File: config.mk
export PLATFORM = sky130hd
export DESIGN_NAME = br_meta_pipe
export DESIGN_NICKNAME = d
export VERILOG_FILES = /design/src/rtl/br_pkg.sv /design/src/rtl/br_meta_pipe.sv
export SDC_FILE = /design/constraint.sdc
export NUM_CORES = 1
export LEC_CHECK = 0
export CAP_MARGIN = 15
export CORE_ASPECT_RATIO = 1.75
export CORE_MARGIN = 4
export CORE_UTILIZATION = 25
export CTS_CLUSTER_DIAMETER = 200
export DETAILED_ROUTE_END_ITERATION = 8
export HOLD_SLACK_MARGIN = 0.02
export PLACE_DENSITY = 0.46
export SLEW_MARGIN = 30
export SYNTH_ARGS = -nofsm -noshare
export SYNTH_HDL_FRONTEND = slang
export SYNTH_SLANG_ARGS = --single-unit
export TNS_END_PERCENT = 20
File: constraint.sdc
create_clock -name i_clk -period 1.7 [get_ports i_clk]
set_input_delay 0.51 -clock i_clk [delete_from_list [all_inputs] [get_ports i_clk]]
set_output_delay 0.51 -clock i_clk [all_outputs]
set_load 0.01 [all_outputs]
File: src/rtl/br_pkg.sv
// Shared types and constants for the branch resolver: per-stage prediction metadata
// and the sequential-fetch PC increment.
package br_pkg;

    localparam int unsigned XLEN = 32;
    localparam logic [XLEN-1:0] PC_STEP = XLEN'(4);

    typedef struct packed {
        logic            valid;
        logic            pred_taken;
        logic [XLEN-1:0] pred_target;
    } br_meta_t;

endpackage

File: src/rtl/br_meta_pipe.sv
// Carries prediction metadata from IF through ID to EX, honouring stall and flush.
module br_meta_pipe
    import br_pkg::*;
(
    input  logic     i_clk,
    input  logic     i_reset,
    input  logic     i_stall,
    input  logic     i_flush,
    input  br_meta_t i_if_meta,
    output br_meta_t o_ex_meta
);

    br_meta_t id_q;
    br_meta_t ex_q;

    // Flush wins over advance; a stalled pipe holds everything.
    always_ff @(posedge i_clk or negedge i_reset) begin
        if (!i_reset) begin
            id_q <= '0;
            ex_q <= '0;
        end else if (i_flush) begin
            id_q <= '0;
            ex_q <= '0;
        end else if (!i_stall) begin
            id_q <= i_if_meta;
            ex_q <= id_q;
        end
    end

    assign o_ex_meta = ex_q;

endmodule

==> impl.org <==
** Critical path
- Data arrives at the worst endpoint at 1.00 ns.
- The worst setup path is captured at an output pin.
- Walking the worst path, the cells encountered are dlygate4sd2_1.
- Critical Path Source Type :: flip-flop
- In this design, the largest share of critical-path delay is due to flip-flops.
- Cell with the largest stage delay on the worst path :: sky130_fd_sc_hd__dfrtp_1
- The number of buffers and inverters on the critical path is 1.
- In this run the worst path has a maximum fanout of 2.
- Slowest Stage Delay on Critical Path :: 0.39 ns
- For the worst setup path, the data required time is 1.19 ns.
- Critical path start-end classification :: flip-flop to output pin
- Setup slack of the worst register-to-register path :: 0.99 ns
- The startpoint identified for the worst register-to-register timing path is o_ex_meta[22]$_DFFE_PN0P_.
- Capture point of the worst reg-to-reg path :: o_ex_meta[22]$_DFFE_PN0P_
- Number of cells on the worst reg-to-reg path :: 2

** Logic synthesis
- The synthesized netlist devotes 0% of its cell area to compound gates.
- Mean area per synthesized cell :: 12.6 µm²
- Yosys Warn Count :: 0
- After Yosys synthesis, and, or, nand and nor cells account for 9.23% of the synthesized area.
- The mapped netlist covers 2770 µm².
- Summing the areas of all fa, ha and maj instances in the mapped netlist gives 0% of the synthesized area.
- XOR/XNOR share of the synthesized area :: 0%
- Ranked by total cell area, the synthesized netlist is headed by sky130_fd_sc_hd__dfrtp_1 (62%), sky130_fd_sc_hd__mux2i_1 (25%), sky130_fd_sc_hd__nor2_1 (9.2%).
- Area share of the largest cell type after synthesis :: 61.5%
- By area, the combinational part of the netlist is dominated by multiplexers.
- When the netlist entered floorplanning its net count stood at 258.
- Unique cell type count in the Yosys netlist :: 8
- Sequential elements use 61.5% of the synthesized area.
- Share of synthesized area spent on multiplexers :: 24.6%
- The cell count after synthesis came out at 220.
- After synthesis the netlist holds a flip-flop and latch count of 68.
- Of all cell types, the one taking the most synthesized area is sky130_fd_sc_hd__dfrtp_1.

** Routing
- The count of nets left with antenna violations once routing finished came out at 0.
- In the routed design, unresolved DRC markers number 0.
- Number of detailed-routing iterations run before antenna repair :: 4
- The final route contains 1,821 vias.
- Dividing the detail-routed wire length by the instance count gives 14.0 µm.
- Number of DRC markers after the initial detailed-route iteration :: 62
- For this block, the routed nets add up to 5960 µm of wire.
- In the routed layout, each cell is associated on average with a via count of 4.28.

** Clock network
- For the worst-skew pair, the clock arrives at the later sink with an insertion delay of 0.33 ns.
- Post-CTS repair timing setup buffer count :: 0
- The root buffer cell chosen for the clock tree is sky130_fd_sc_hd__clkbuf_16.
- Number of clock buffers inserted by TritonCTS :: 9
- TritonCTS built the clock tree.
- For this design, the sink count on the clock tree is 68.
- After clock tree synthesis, the clock-pin slew on the worst setup and hold paths is 0.05 ns.
- Largest buffer count on any clock path :: 2
- Depth of the CTS H-tree :: 3

** Timing
- Remaining max-slew budget at the tightest pin :: 74.8%
- The number of hold violations in the final report was 0.
- Timing-limited maximum frequency :: 660 MHz
- The max-slew violation total from the final report came to 0.
- The worst path in the final design needs a cycle of 1.51 ns, including I/O delays and setup.
- Worst-margin pin slew :: 0.378 ns
- After routing, the total negative slack on setup checks comes to 0 ns.
- Setup violations remaining at the end of the flow were counted as 0.
- In the finished design, the share of the clock period the worst path needs comes to 89.1%.
- Worst clock skew on the final layout :: 0.00621 ns
- Setup repair after global routing missed its margin :: no

** Die
- Pin placement for this block handled 72 I/O pins.
- The die is 147 µm tall.
- The core region is 10,800 µm².
- Die span in x :: 87.5 µm
- The die covers 12,900 µm².
- The floorplan has 50 rows.
- Starting Density :: 25.7%

** Placement
- Buffers added on ports :: 71
- Final Wtd Congestion :: 0.648
- Summed over all nets, the half-perimeter wirelength after detailed placement is 3800 µm.

** Final layout
- For this run, the post-layout net count is 328.
- N_diodes :: 0
- The library cells used most frequently in the layout, excluding fill and tap cells, are sky130_fd_sc_hd__mux2i_1 (68), sky130_fd_sc_hd__nor2_1 (68), sky130_fd_sc_hd__dfrtp_1 (68).
- Share of final-layout standard cells stronger than drive strength 1 :: 7.46%
- Layout area overhead :: 40.1%
- Cells fill 36.0% of the core in the end.

** Worst hold path
- Path class of the lowest-slack min-delay path :: input port to async pin

** Global routing
- Global-route total usage across every layer :: 10.3%
- The via count of the first global-routing pass came to 1,938.
- Largest net degree at the start of global routing :: 69
- The initial antenna violation count came to 0.
- Overflow left after global routing :: 0
- Global-route wire length before repair :: 10,000 µm

** Power and ir drop
- For this design the ratio of total power to cell area is 1070 nW/µm².
- IR analysis of the VDD net gives a maximum drop of 0.000454 V.
- Leakage power total :: 2.05 nW

** Outcome
- Result of the run :: finished, final reports clean

** Flow run
- Max Cap Viol :: 0
==> what timing repair did <==
action,4_1_cts,5_1_grt
hold buffers,0,0
resized for setup,34,0
setup endpoints to repair,34,0
hold endpoints to repair,0,0
==> worst register-to-register path: stages, from the launching register on <==
cell	delay, ns
sky130_fd_sc_hd__dfrtp_1	0.39
sky130_fd_sc_hd__mux2i_1	0.14
sky130_fd_sc_hd__nor2_1	0.05
==> metal layers <==
metal	vias to the layer above	global-route usage (%)	wire, µm
met1	900	11.6	2350
met5	-	0	0
li1	866	-	-
met4	0	5.76	128
met2	47	16.5	3100
met3	8	3.65	382
==> how the worst max path moves through the flow <==
stage	slack, ns	cells after the start	startpoint	endpoint
after floorplan	0.46	5	i_stall	id_q[10]$_DFFE_PN0P_
final	0.19	1	o_ex_meta[22]$_DFFE_PN0P_	o_ex_meta[22]
after detailed placement	0.28	1	o_ex_meta[22]$_DFFE_PN0P_	o_ex_meta[22]
after CTS	0.15	1	o_ex_meta[22]$_DFFE_PN0P_	o_ex_meta[22]
after global placement	0.28	1	o_ex_meta[27]$_DFFE_PN0P_	o_ex_meta[27]
after global routing	0.14	1	o_ex_meta[3]$_DFFE_PN0P_	o_ex_meta[3]
==> kinds of logic (layout without fill, tap and decap cells) <==
kind of cell | after synthesis | in the layout
multiplexers | 68 | 68
flip-flops | 68 | 68
AND/OR/NAND/NOR | 68 | 68
buffers and inverters | 16 | 91
==> per-stage QoR <==
| step | hold WS, ns | total power [mW] | cell area (µm²) | setup WS, ns | cells |
|---|---|---|---|---|---|
| CTS | 0.210 | 4.27 | 3870 | 0.150 | 425 |
| floorplan | 0.214 | 1.96 | 2770 | 0.457 | 220 |
| detailed placement | 0.508 | 2.17 | 3580 | 0.280 | 409 |
| global route | 0.215 | 4.38 | 3870 | 0.140 | 425 |
| finish | 0.188 | 4.16 | 3870 | 0.186 | 425 |
| global placement | 0.501 | 2.16 | 3580 | 0.281 | 409 |
==> registers in the layout, indices dropped and copies added, names as in the netlist <==
name,cells
id_q,34
o_ex_meta,34
==> final cells by class <==
cell class | instances | area, µm²
fillers | 1095 | 6890
well taps | 130 | 163
clock inverters | 3 | 67.6
multi-input cells | 136 | 936
flip-flops and latches | 68 | 1700
repair buffers | 75 | 736
clock buffers | 13 | 270
==> cells in the mapped netlist <==
| cell type | instances |
|---|---|
| sky130_fd_sc_hd__dfrtp_1 | 68 |
| sky130_fd_sc_hd__mux2i_1 | 68 |
| sky130_fd_sc_hd__nor2_1 | 68 |
| sky130_fd_sc_hd__buf_4 | 5 |
| sky130_fd_sc_hd__buf_2 | 4 |
| sky130_fd_sc_hd__clkbuf_1 | 4 |
| sky130_fd_sc_hd__buf_12 | 2 |
| sky130_fd_sc_hd__buf_8 | 1 |
==> where the power goes <==
part	switching, mW	total [mW]	internal, mW
Combinational	0.179	0.377	0.197
Sequential	0.0358	1.73	1.69
Clock	0.656	2.06	1.40
Note: power is estimated with default switching activity, not from simulation.
